`src/rtl/pri_pkg.sv`:
```
// pri_pkg: shared state encoding for the priority scanner.
package pri_pkg;
    typedef enum logic [1:0] {IDLE, SCAN, FIN} state_t;
endpackage

```
`src/rtl/pri_onehot.sv`:
```
// pri_onehot: isolates the lowest (or highest when MSB_FIRST) set bit of i_req.
module pri_onehot #(
    parameter int W = 8,
    parameter bit MSB_FIRST = 1'b0
) (
    input  logic [W-1:0] i_req,
    output logic [W-1:0] o_gnt
);
    logic [W-1:0] w_req, w_gnt;
    for (genvar k = 0; k < W; k++) begin : g_rev
        assign w_req[k] = MSB_FIRST ? i_req[W-1-k] : i_req[k];
        assign o_gnt[k] = MSB_FIRST ? w_gnt[W-1-k] : w_gnt[k];
    end
    // two's-complement trick keeps only the lowest set bit
    assign w_gnt = w_req & (~w_req + W'(1));
endmodule

```
`src/rtl/pri_scan.sv`:
```
// pri_scan: loads a vector and emits its set bits one per handshake,
// selected by a two-level (group, then in-group) priority tree.
module pri_scan
    import pri_pkg::*;
#(
    parameter int WIDTH = 64,
    parameter int GROUP = 8,
    parameter bit MSB_FIRST = 1'b0
) (
    input  logic                         clk_i,
    input  logic                         rst_i,
    input  logic                         init_i,
    input  logic [WIDTH-1:0]             data_i,
    input  logic                         ready_i,
    output logic                         valid_o,
    output logic [WIDTH-1:0]             onehot_o,
    output logic [$clog2(WIDTH)-1:0]     index_o,
    output logic                         last_o,
    output logic                         busy_o,
    output logic                         done_o,
    output logic [$clog2(WIDTH+1)-1:0]   count_o
);
    localparam int NG = WIDTH / GROUP;
    localparam int IW = $clog2(WIDTH);
    localparam int CW = $clog2(WIDTH + 1);

    state_t r_state, w_next;
    logic [WIDTH-1:0] mask_r, w_src, w_sel;
    logic [NG-1:0] w_gor, w_gsel;
    logic [IW-1:0] w_idx;
    logic w_hs, w_adv;

    // a reload always wins, so one selector serves both data_i and mask_r
    assign w_src = init_i ? data_i : mask_r;

    for (genvar g = 0; g < NG; g++) begin : g_grp
        assign w_gor[g] = |w_src[g*GROUP +: GROUP];
        pri_onehot #(.W(GROUP), .MSB_FIRST(MSB_FIRST)) u_in (
            .i_req(w_src[g*GROUP +: GROUP] & {GROUP{w_gsel[g]}}),
            .o_gnt(w_sel[g*GROUP +: GROUP])
        );
    end

    pri_onehot #(.W(NG), .MSB_FIRST(MSB_FIRST)) u_grp (
        .i_req(w_gor),
        .o_gnt(w_gsel)
    );

    always_comb begin
        w_idx = '0;
        for (int k = 0; k < WIDTH; k++)
            if (w_sel[k]) w_idx = w_idx | IW'(k);
    end

    assign w_hs   = valid_o & ready_i;
    assign last_o = valid_o & (mask_r == '0);
    assign w_adv  = (r_state == SCAN) & w_hs & ~init_i;
    assign busy_o = (r_state != IDLE);
    assign done_o = (r_state == FIN);

    always_comb begin
        w_next = r_state;
        w_next = init_i ? SCAN
               : (r_state == SCAN && ((w_hs && last_o) || !valid_o)) ? FIN
               : (r_state == FIN) ? IDLE
               : r_state;
    end

    always_ff @(posedge clk_i) begin
        if (rst_i) begin
            r_state  <= IDLE;
            mask_r   <= '0;
            onehot_o <= '0;
            index_o  <= '0;
            valid_o  <= 1'b0;
            count_o  <= '0;
        end else begin
            r_state <= w_next;
            if (init_i || w_adv) begin
                onehot_o <= w_sel;
                index_o  <= w_idx;
                mask_r   <= w_src & ~w_sel;
                valid_o  <= |w_src;
            end
            if (init_i) count_o <= '0;
            else if (w_adv) count_o <= count_o + CW'(1);
        end
    end
endmodule

```
`config.mk`:
```
export PLATFORM = sky130hd
export DESIGN_NAME = pri_scan
export DESIGN_NICKNAME = d
export VERILOG_FILES = /design/src/rtl/pri_pkg.sv /design/src/rtl/pri_onehot.sv /design/src/rtl/pri_scan.sv
export SDC_FILE = /design/constraint.sdc
export NUM_CORES = 1
export LEC_CHECK = 0
export BUFFER_PORTS_ARGS = -buffer_cell sky130_fd_sc_hd__buf_4
export CORE_MARGIN = 4
export CORE_UTILIZATION = 29
export DETAILED_ROUTE_END_ITERATION = 8
export HOLD_SLACK_MARGIN = 0.02
export PLACE_DENSITY = 0.6
export SKIP_CTS_REPAIR_TIMING = 1
export SYNTH_ARGS = -nofsm -noshare
export SYNTH_HDL_FRONTEND = slang
export SYNTH_SLANG_ARGS = --single-unit
```
`constraint.sdc`:
```
create_clock -name clk_i -period 3.2 [get_ports clk_i]
set_input_delay 0.64 -clock clk_i [delete_from_list [all_inputs] [get_ports clk_i]]
set_output_delay 0.64 -clock clk_i [all_outputs]
set_load 0.05 [all_outputs]
```
==> results of run 1 <==
routing by layer:
layer  track usage  wire, um  up-vias  part of all wire
met2         0.341     15100      315              0.47
met1         0.276     14500     4356              0.45
li1              -         -     4470                 -
met3        0.0350      1980       54             0.061
met4        0.0632       834        0             0.026
met5             0         0        -                 0
sequential cells by signal, summed over array words and instances (netlist names):
name      count
mask_r       64
onehot_o     64
count_o       7
index_o       6
r_state       2
valid_o       1
cell type report:
cell class,instances,area [um^2],area share
sequential,144,2880,0.254
clock inverter,15,213,0.0187
tap,372,465,0.0409
multi-input combinational,856,4850,0.427
inverter,14,52.6,0.00462
clock buffer,17,425,0.0374
timing repair buffer,323,2480,0.218
path summary, 6_finish.rpt:
path / start / end / cells after the start
setup / recovery: mask_r[43]$_SDFFE_PP0P_ / last_o / 5
hold / removal: onehot_o[17]$_SDFFE_PP0P_ / onehot_o[17]$_SDFFE_PP0P_ / 2
setup reg to reg: mask_r[10]$_SDFFE_PP0P_ / index_o[5]$_SDFFE_PP0P_ / 11
hold reg to reg: onehot_o[17]$_SDFFE_PP0P_ / onehot_o[17]$_SDFFE_PP0P_ / 2
stage by stage:
| step | hold WS [ns] | setup WS [ns] | utilization |
|---|---|---|---|
| final | 0.450 | 0.106 | 0.420 |
| after global routing | 0.469 | 0.0151 | 0.420 |
| after CTS | 0.455 | -0.0410 | 0.418 |
| after detailed placement | 0.447 | -0.330 | 0.395 |
| after global placement | 0.441 | -0.310 | 0.395 |
| after floorplan | 0.443 | 0.128 | - |
power groups by stage:
stage          Combinational (mW)  Sequential [mW]  Clock, mW
2_1_floorplan               0.433             1.97          0
3_3_place_gp                0.835             1.95          0
3_5_place_dp                0.837             1.95          0
4_1_cts                     0.841             1.91       2.25
5_1_grt                     0.926             1.92       2.32
6_report                    0.855             1.91       2.21
tightest hold or removal path, cell delays in order, from the launching register on:
cell and delay (ns):
dfxtp_1 0.31, nand2_1 0.05, a21oi_1 0.05
cells by family (layout without fill, tap and decap cells):
| kind of cell | after synthesis | in the layout |
|---|---|---|
| AND/OR/NAND/NOR | 547 | 547 |
| AO/OA/AOI/OAI | 270 | 270 |
| flip-flops | 144 | 144 |
| buffers and inverters | 82 | 369 |
| multiplexers | 32 | 32 |
| XOR/XNOR | 6 | 6 |
| adder cells (fa/ha/maj) | 1 | 1 |
cell usage in the layout, fill, tap and decap left out, types with 16 or more instances in the layout:
| cell type | synthesis | final |
|---|---|---|
| a21oi_1 | 117 | 117 |
| nor2_1 | 158 | 157 |
| nor4_1 | 23 | 20 |
| nand3_1 | 58 | 58 |
| o21ai_0 | 39 | 39 |
| nor3_1 | 53 | 52 |
| nand2_1 | 127 | 127 |
| buf_4 | 1 | 318 |
| mux2i_1 | 23 | 23 |
| clkbuf_16 | 0 | 17 |
| nor2b_1 | 16 | 16 |
| dfxtp_1 | 144 | 144 |
==> metrics.txt, run 1 <==
full die area 30500 um^2; dpl hpwl 24.7 mm; status finished, final reports clean; antenna-violating nets left 0; CTS tree yes; Setup Viol. Count Final 0; final instance area 11400 um^2; worst reg2reg setup slack 0.26 ns; DRT iter0 DRCs 831; post-synthesis adder-cell area fraction 0.00155; highest-delay cell along the critical path or4_1; Post-Synth Simple-Gate Area 0.339; H-tree Lvls 4; net switching power figure 1.50 mW; most frequent cell after synthesis nor2_1; via count 9195; post-synthesis sequential area ratio 0.358; wirelength, routed 32.4 mm; via/cell ratio 5.28; Rel. slew slack 0.337; post-synthesis mux area share 0.0415; Total Power 4.98 mW; Worst-Skew Late Latency 0.44 ns; Post-Place Cell Area 10700 um^2; Post-Synth XOR/XNOR Area 0.00653; I/O Buffers 148; Layout Cells excl Fill 1741; gr ovfl total 0; clock root buffer clkbuf_16; Antenna diodes 0; P_leak 4.69 nW; Placed Cells 1709; Post-Synthesis Cells 1082; TritonCTS buffer count 17; CP Launch Type flip-flop; Crit Path Category reg -> out; Worst Path Buf+Inv 1; max_cap viols 0; Yosys top cell by area dfxtp_1; count of different cell masters after synthesis 77; nets 1425; antenna violations before repair 0; Starting Density 0.297; Synth top cells by count nor2_1 (158), dfxtp_1 (144), nand2_1 (127), a21oi_1 (117), nand3_1 (58); Netlist Area Pre-Place 8050 um^2; Sw Ratio 0.301; core area 27100 um^2; Clock transition at path regs 0.07 ns; WP data required 2.56 ns; HP Class reg -> reg; Post-synth EDFFs 0; Die Span X 175 um; clk buf depth 2; Peak Freq 323 MHz; RSZ-0062 raised after global routing false; largest net degree at the start of global routing 91; Die Y 175 um; max incr delay on CP 0.55 ns; syn_nets 1151; GP Congestion 0.964; Yosys reg bits 144; I/O pin total 149; Pins Over Slew Limit 0; ys async rst share 0; Worst Path Max Fanout 5; gr usage total 0.206; complex-gate fraction of the synthesized area 0.208; synth top area cells dfxtp_1 (36%), nor2_1 (7.4%), a21oi_1 (7.3%); Syn Area/Cell 7.44 um^2; FP Rows 60; final routed DRC violation total 0; register share of total power 0.384; Slew @ Worst Pin 0.994 ns; Ys Warns 0; CTS sink count 144; Synth Flop Type dfxtp_1; final hold violation count 0; family with the most delay on the worst path simple AND/OR/NAND/NOR gates; Power Internal 3.48 mW; CP cell instances or4_1 > nor3_1 > nand4_1 > nor4_2 > buf_4; clock power share 0.444; post-synth top area share 0.358; largest family of logic cells by synthesized area simple AND/OR/NAND/NOR gates; clk_skew 0.0126 ns; first-pass GRT wire length 49.9 mm; WL per Instance 18.6 um; minimum clock period 3.09 ns; vias in the first global route 8824; Layout area overhead 41.3%; share of layout cells above drive strength 1 0.292; Peak VDD IR 0.285 mV; Post-Route Setup TNS 0 ns; Pre-antenna DRT Iters 5; crit path DAT 2.45 ns; Crit. End Element output port; pwr/cell area 438 nW/um^2; Comb power frac 0.172; period utilisation layout 0.967; Layout fillers 2798
(Power assumes the default switching activity.)
==> run 2, diff against run 1 <==
REMOVE_ABC_BUFFERS = 1   (was default)
==> run 2 against run 1 <==
Worst setup slack better by 0.019 ns. Global-route usage fell by 0.65 points. Die area stayed put. Via count is 0.57% lower. Total power decreased by 2.0%. Count of clock-buffer cells in the layout is 3 higher. Sequential share of layout area up 0.27 points. Sequential power hardly changed. Design area fell by 1.0%. Clock skew up 0.0036 ns. First-iteration DRC count fell by 9.6%. Register-to-register slack got worse by 0.06 ns. Critical path type unchanged.
==> metrics.txt, run 2 (synthesis gave the netlist of run 1 again) <==
DRT iter0 DRCs 751; Total Power 4.88 mW; I/O pin total 149; crit path DAT 2.44 ns; Pre-antenna DRT Iters 6; WHS 0.450 ns; Peak VDD IR 0.303 mV; vias in the first global route 8684; worst reg2reg setup slack 0.20 ns; clk buf depth 2; RSZ-0062 raised after global routing false; Slew @ Worst Pin 0.838 ns; FP Rows 60; commonest non-fill, non-tap cell in the layout buf_4; Crit Path Category reg -> out; Starting Density 0.297; register share of total power 0.392; minimum clock period 3.08 ns; sequential cell area 2880 um^2; CP Launch Type flip-flop; Rel. slew slack 0.441; Setup Viol. Count Final 0; Comb power frac 0.171; CTS sink count 144; Die Y 175 um; H-tree Lvls 4; full die area 30500 um^2; gr usage total 0.200; top flop regs mask_r x64, onehot_o x64, count_o x7; Placed Cells 1694; Layout Cells excl Fill 1726; antenna violations before repair 0; Worst-Skew Late Latency 0.44 ns; HP Class reg -> reg; via count 9143; core area 27100 um^2; max_cap viols 0; Hold Path Origin onehot_o[14]$_SDFFE_PP0P_; nets 1410; Worst Path Max Fanout 7; Setup crit start mask_r[0]$_SDFFE_PP0P_; Worst Hold Endpoint onehot_o[14]$_SDFFE_PP0P_; CP cell instances buf_4 > nor3_1 > and4_1 > nand4_1 > nor4_1 > buf_4 > buf_4; period utilisation layout 0.961; Pins Over Slew Limit 0; pwr/cell area 434 nW/um^2; I/O Buffers 148; final routed DRC violation total 0; Multi-input gate area 4860 um^2; dpl hpwl 23.6 mm; TritonCTS buffer count 17; antenna-violating nets left 0; Crit. End Element output port; final hold violation count 0; net switching power figure 1.41 mW; CTS tree yes; gr ovfl total 0; status finished, final reports clean; first-pass GRT wire length 48.3 mm; Layout area overhead 39.8%; Clock transition at path regs 0.06 ns; share of layout cells above drive strength 1 0.283; clk_skew 0.0162 ns; WL per Instance 18.2 um; Die Span X 175 um; Layout fillers 2826; WP data required 2.56 ns; Peak Freq 325 MHz; Sw Ratio 0.289; clock power share 0.437; max incr delay on CP 0.38 ns; r2r startpoint mask_r[43]$_SDFFE_PP0P_; hold path depth 2; P_leak 4.60 nW; wirelength, routed 31.4 mm; commonest non-fill, non-tap cells in the layout buf_4 (303), nor2_1 (157), dfxtp_1 (144), nand2_1 (127), a21oi_1 (117); clock root buffer clkbuf_16; GP Congestion 0.890; Antenna diodes 0; Power Internal 3.47 mW; highest-delay cell along the critical path nor3_1; via/cell ratio 5.30; cells on worst reg2reg path 9; largest net degree at the start of global routing 73; Reg-to-Reg End onehot_o[56]$_SDFFE_PP0P_; most used cell, CP buf_4
## run 2: how the worst max path moves through the flow
stage,to,slack [ns]
3_3_place_gp,index_o[0]$_SDFFE_PP0P_,-0.28
5_1_grt,index_o[0]$_SDFFE_PP0P_,0.001
3_5_place_dp,index_o[0]$_SDFFE_PP0P_,-0.41
6_report,last_o,0.12
4_1_cts,index_o[0]$_SDFFE_PP0P_,-0.09
2_1_floorplan,mask_r[45]$_SDFFE_PP0P_,-2.75
## run 2: power groups by stage
stage | clock network (mW) | registers (mW) | logic [mW]
after global routing | 2.23 | 1.92 | 0.909
final | 2.13 | 1.91 | 0.834
after detailed placement | 0 | 1.95 | 0.818
after floorplan | 0 | 1.97 | 0.368
after CTS | 2.17 | 1.91 | 0.823
after global placement | 0 | 1.95 | 0.816
## run 2: worst max-delay path, delay by kind of cell, from the launching register on
kind	cells	cell delay, ns
flip-flops	1	0.31
AND/OR/NAND/NOR	4	1.18
buffers and inverters	3	0.51
## run 2: per-stage QoR
stage	util	cell area (um^2)	setup WS, ns	setup TNS [ns]
finish	0.415	11300	0.125	0
global route	0.415	11300	0.00106	0
CTS	0.413	11200	-0.0886	-0.198
detailed placement	0.391	10600	-0.408	-6.60
global placement	0.391	10600	-0.284	-4.62
floorplan	-	7740	-2.75	-234.20
## run 2: per-layer routing
metal	routed length (um)	up-vias	share of wire	global-route usage
met5	0	-	0	0
met4	877	0	0.028	0.0668
met3	2190	49	0.070	0.0428
met2	14500	350	0.46	0.325
met1	13800	4309	0.44	0.264
li1	-	4435	-	-
## run 2: cell type report
| class | instances | share of cell area |
|---|---|---|
| Multi-Input combinational cell | 856 | 0.432 |
| Sequential cell | 144 | 0.256 |
| Timing Repair Buffer | 308 | 0.211 |
| Tap cell | 372 | 0.0414 |
| Clock buffer | 20 | 0.0406 |
| Clock inverter | 12 | 0.0140 |
| Inverter | 14 | 0.00467 |
==> run 3, diff against run 2 <==
CORE_UTILIZATION = 35   (was 29)
CTS_BUF_LIST = sky130_fd_sc_hd__clkbuf_16   (was default)
PLACE_DENSITY = 0.68   (was 0.6)
==> run 3 against run 2 <==
First-iteration DRC count is 27% higher. Via count is 0.24% lower. Count of clock-buffer cells in the layout is 3 lower. Global-route usage is 2.6 points higher. Design area is 1.9% lower. Largest cell class unchanged.
==> metrics.txt, run 3 (synthesis gave the netlist of run 1 again) <==
status finished, final reports clean; DRT iter0 DRCs 952; P_leak 4.55 nW; minimum clock period 3.12 ns; Worst Path Max Fanout 4; final instance area 11000 um^2; antenna violations before repair 0; antenna-violating nets left 0; max incr delay on CP 0.57 ns; via/cell ratio 5.60; Post-Place Cell Area 10400 um^2; H-tree Lvls 4; Rel. slew slack 0.564; final routed DRC violation total 0; share of layout cells above drive strength 1 0.274; commonest non-fill, non-tap cells in the layout buf_4 (294), nor2_1 (157), dfxtp_1 (144), nand2_1 (127), a21oi_1 (117); period utilisation layout 0.974; Crit. End Element output port; dpl hpwl 22.2 mm; Clock transition at path regs 0.06 ns; final hold violation count 0; vias in the first global route 8637; net switching power figure 1.36 mW; I/O Buffers 148; nets 1402; Multi-input gate area 4840 um^2; WHS 0.452 ns; core area 22600 um^2; gr usage total 0.226; Setup Viol. Count Final 0; Sw Ratio 0.286; Comb power frac 0.174; FP Rows 55; clk buf depth 2; via count 9121; Worst Path Buf+Inv 2; Peak Freq 321 MHz; met3 wire len 2.18 mm; WL per Instance 18.4 um; crit path DAT 2.48 ns; Die Span X 160 um; CTS sink count 144; Pre-antenna DRT Iters 5; TritonCTS buffer count 17; Layout fillers 2206; first-pass GRT wire length 46.4 mm; DR top layer met4; Metal-1 WL 13.1 mm; full die area 25500 um^2; most used cell, CP buf_4; HP Class reg -> reg; wirelength, routed 30.0 mm; CTS tree yes; gr ovfl total 0; WP data required 2.56 ns; Worst-Skew Late Latency 0.44 ns; Total Power 4.76 mW; clock root buffer clkbuf_16; family with the most delay on the worst path simple AND/OR/NAND/NOR gates; largest net degree at the start of global routing 136; clock power share 0.424; max_cap viols 0; Antenna diodes 0; top flop regs mask_r x64, onehot_o x64, count_o x7; routed wire length on met2 14.1 mm; Peak VDD IR 0.342 mV; Die Y 160 um; clk_skew 0.00979 ns; highest-delay cell along the critical path nor4_1; Slew @ Worst Pin 0.654 ns; pwr/cell area 432 nW/um^2; Layout Cells excl Fill 1630; sequential cell area 2880 um^2; Placed Cells 1599; I/O pin total 149; CP Launch Type flip-flop; register share of total power 0.402; GP Congestion 0.988; Starting Density 0.356; Crit Path Category reg -> out; Power Internal 3.40 mW; Pins Over Slew Limit 0; Layout area overhead 37.1%; CP cell instances nor4_1 > and4_1 > nand4_1 > nor4_2 > buf_4 > buf_4; commonest non-fill, non-tap cell in the layout buf_4
==> run 3: power groups by stage <==
stage	Sequential [mW]	Clock, mW	Combinational, mW
2_1_floorplan	1.97	0	0.368
3_3_place_gp	1.95	0	0.800
3_5_place_dp	1.95	0	0.807
4_1_cts	1.91	2.04	0.813
5_1_grt	1.92	2.11	0.894
6_report	1.91	2.02	0.828
==> run 3: final timing paths <==
path / start / endpoint / cells after the start / slack (ns)
worst max-delay path: mask_r[40]$_SDFFE_PP0P_ / last_o / 6 / 0.08
worst min-delay path: onehot_o[18]$_SDFFE_PP0P_ / onehot_o[18]$_SDFFE_PP0P_ / 2 / 0.45
worst max register to register: mask_r[43]$_SDFFE_PP0P_ / index_o[0]$_SDFFE_PP0P_ / 8 / 0.23
worst min register to register: onehot_o[18]$_SDFFE_PP0P_ / onehot_o[18]$_SDFFE_PP0P_ / 2 / 0.45
==> run 3: layout make-up <==
cell class / instances / area share
multi-input combinational: 856 / 0.438
tap: 285 / 0.0323
clock inverter: 14 / 0.0137
inverter: 14 / 0.00476
sequential: 144 / 0.261
clock buffer: 17 / 0.0386
timing repair buffer: 300 / 0.211
==> run 3: per-stage QoR <==
| step | utilization | setup slack, ns | TNS (ns) |
|---|---|---|---|
| global route | 0.487 | -0.00473 | -0.00473 |
| detailed placement | 0.461 | -0.163 | -2.29 |
| floorplan | - | -2.75 | -234.20 |
| global placement | 0.461 | -0.141 | -1.81 |
| CTS | 0.486 | -0.112 | -0.112 |
| finish | 0.487 | 0.0838 | 0 |
==> run 3: per-layer routing <==
layer  track usage  vias to the layer above
li1              -                     4430
met3        0.0410                       57
met1         0.297                     4242
met2         0.371                      392
met5             0                        -
met4        0.0844                        0
==> run 3: tightest hold or removal path, stage by stage, from the launching register on <==
cell and delay (ns):
dfxtp_1 0.31, nand2_1 0.05, a21oi_1 0.05
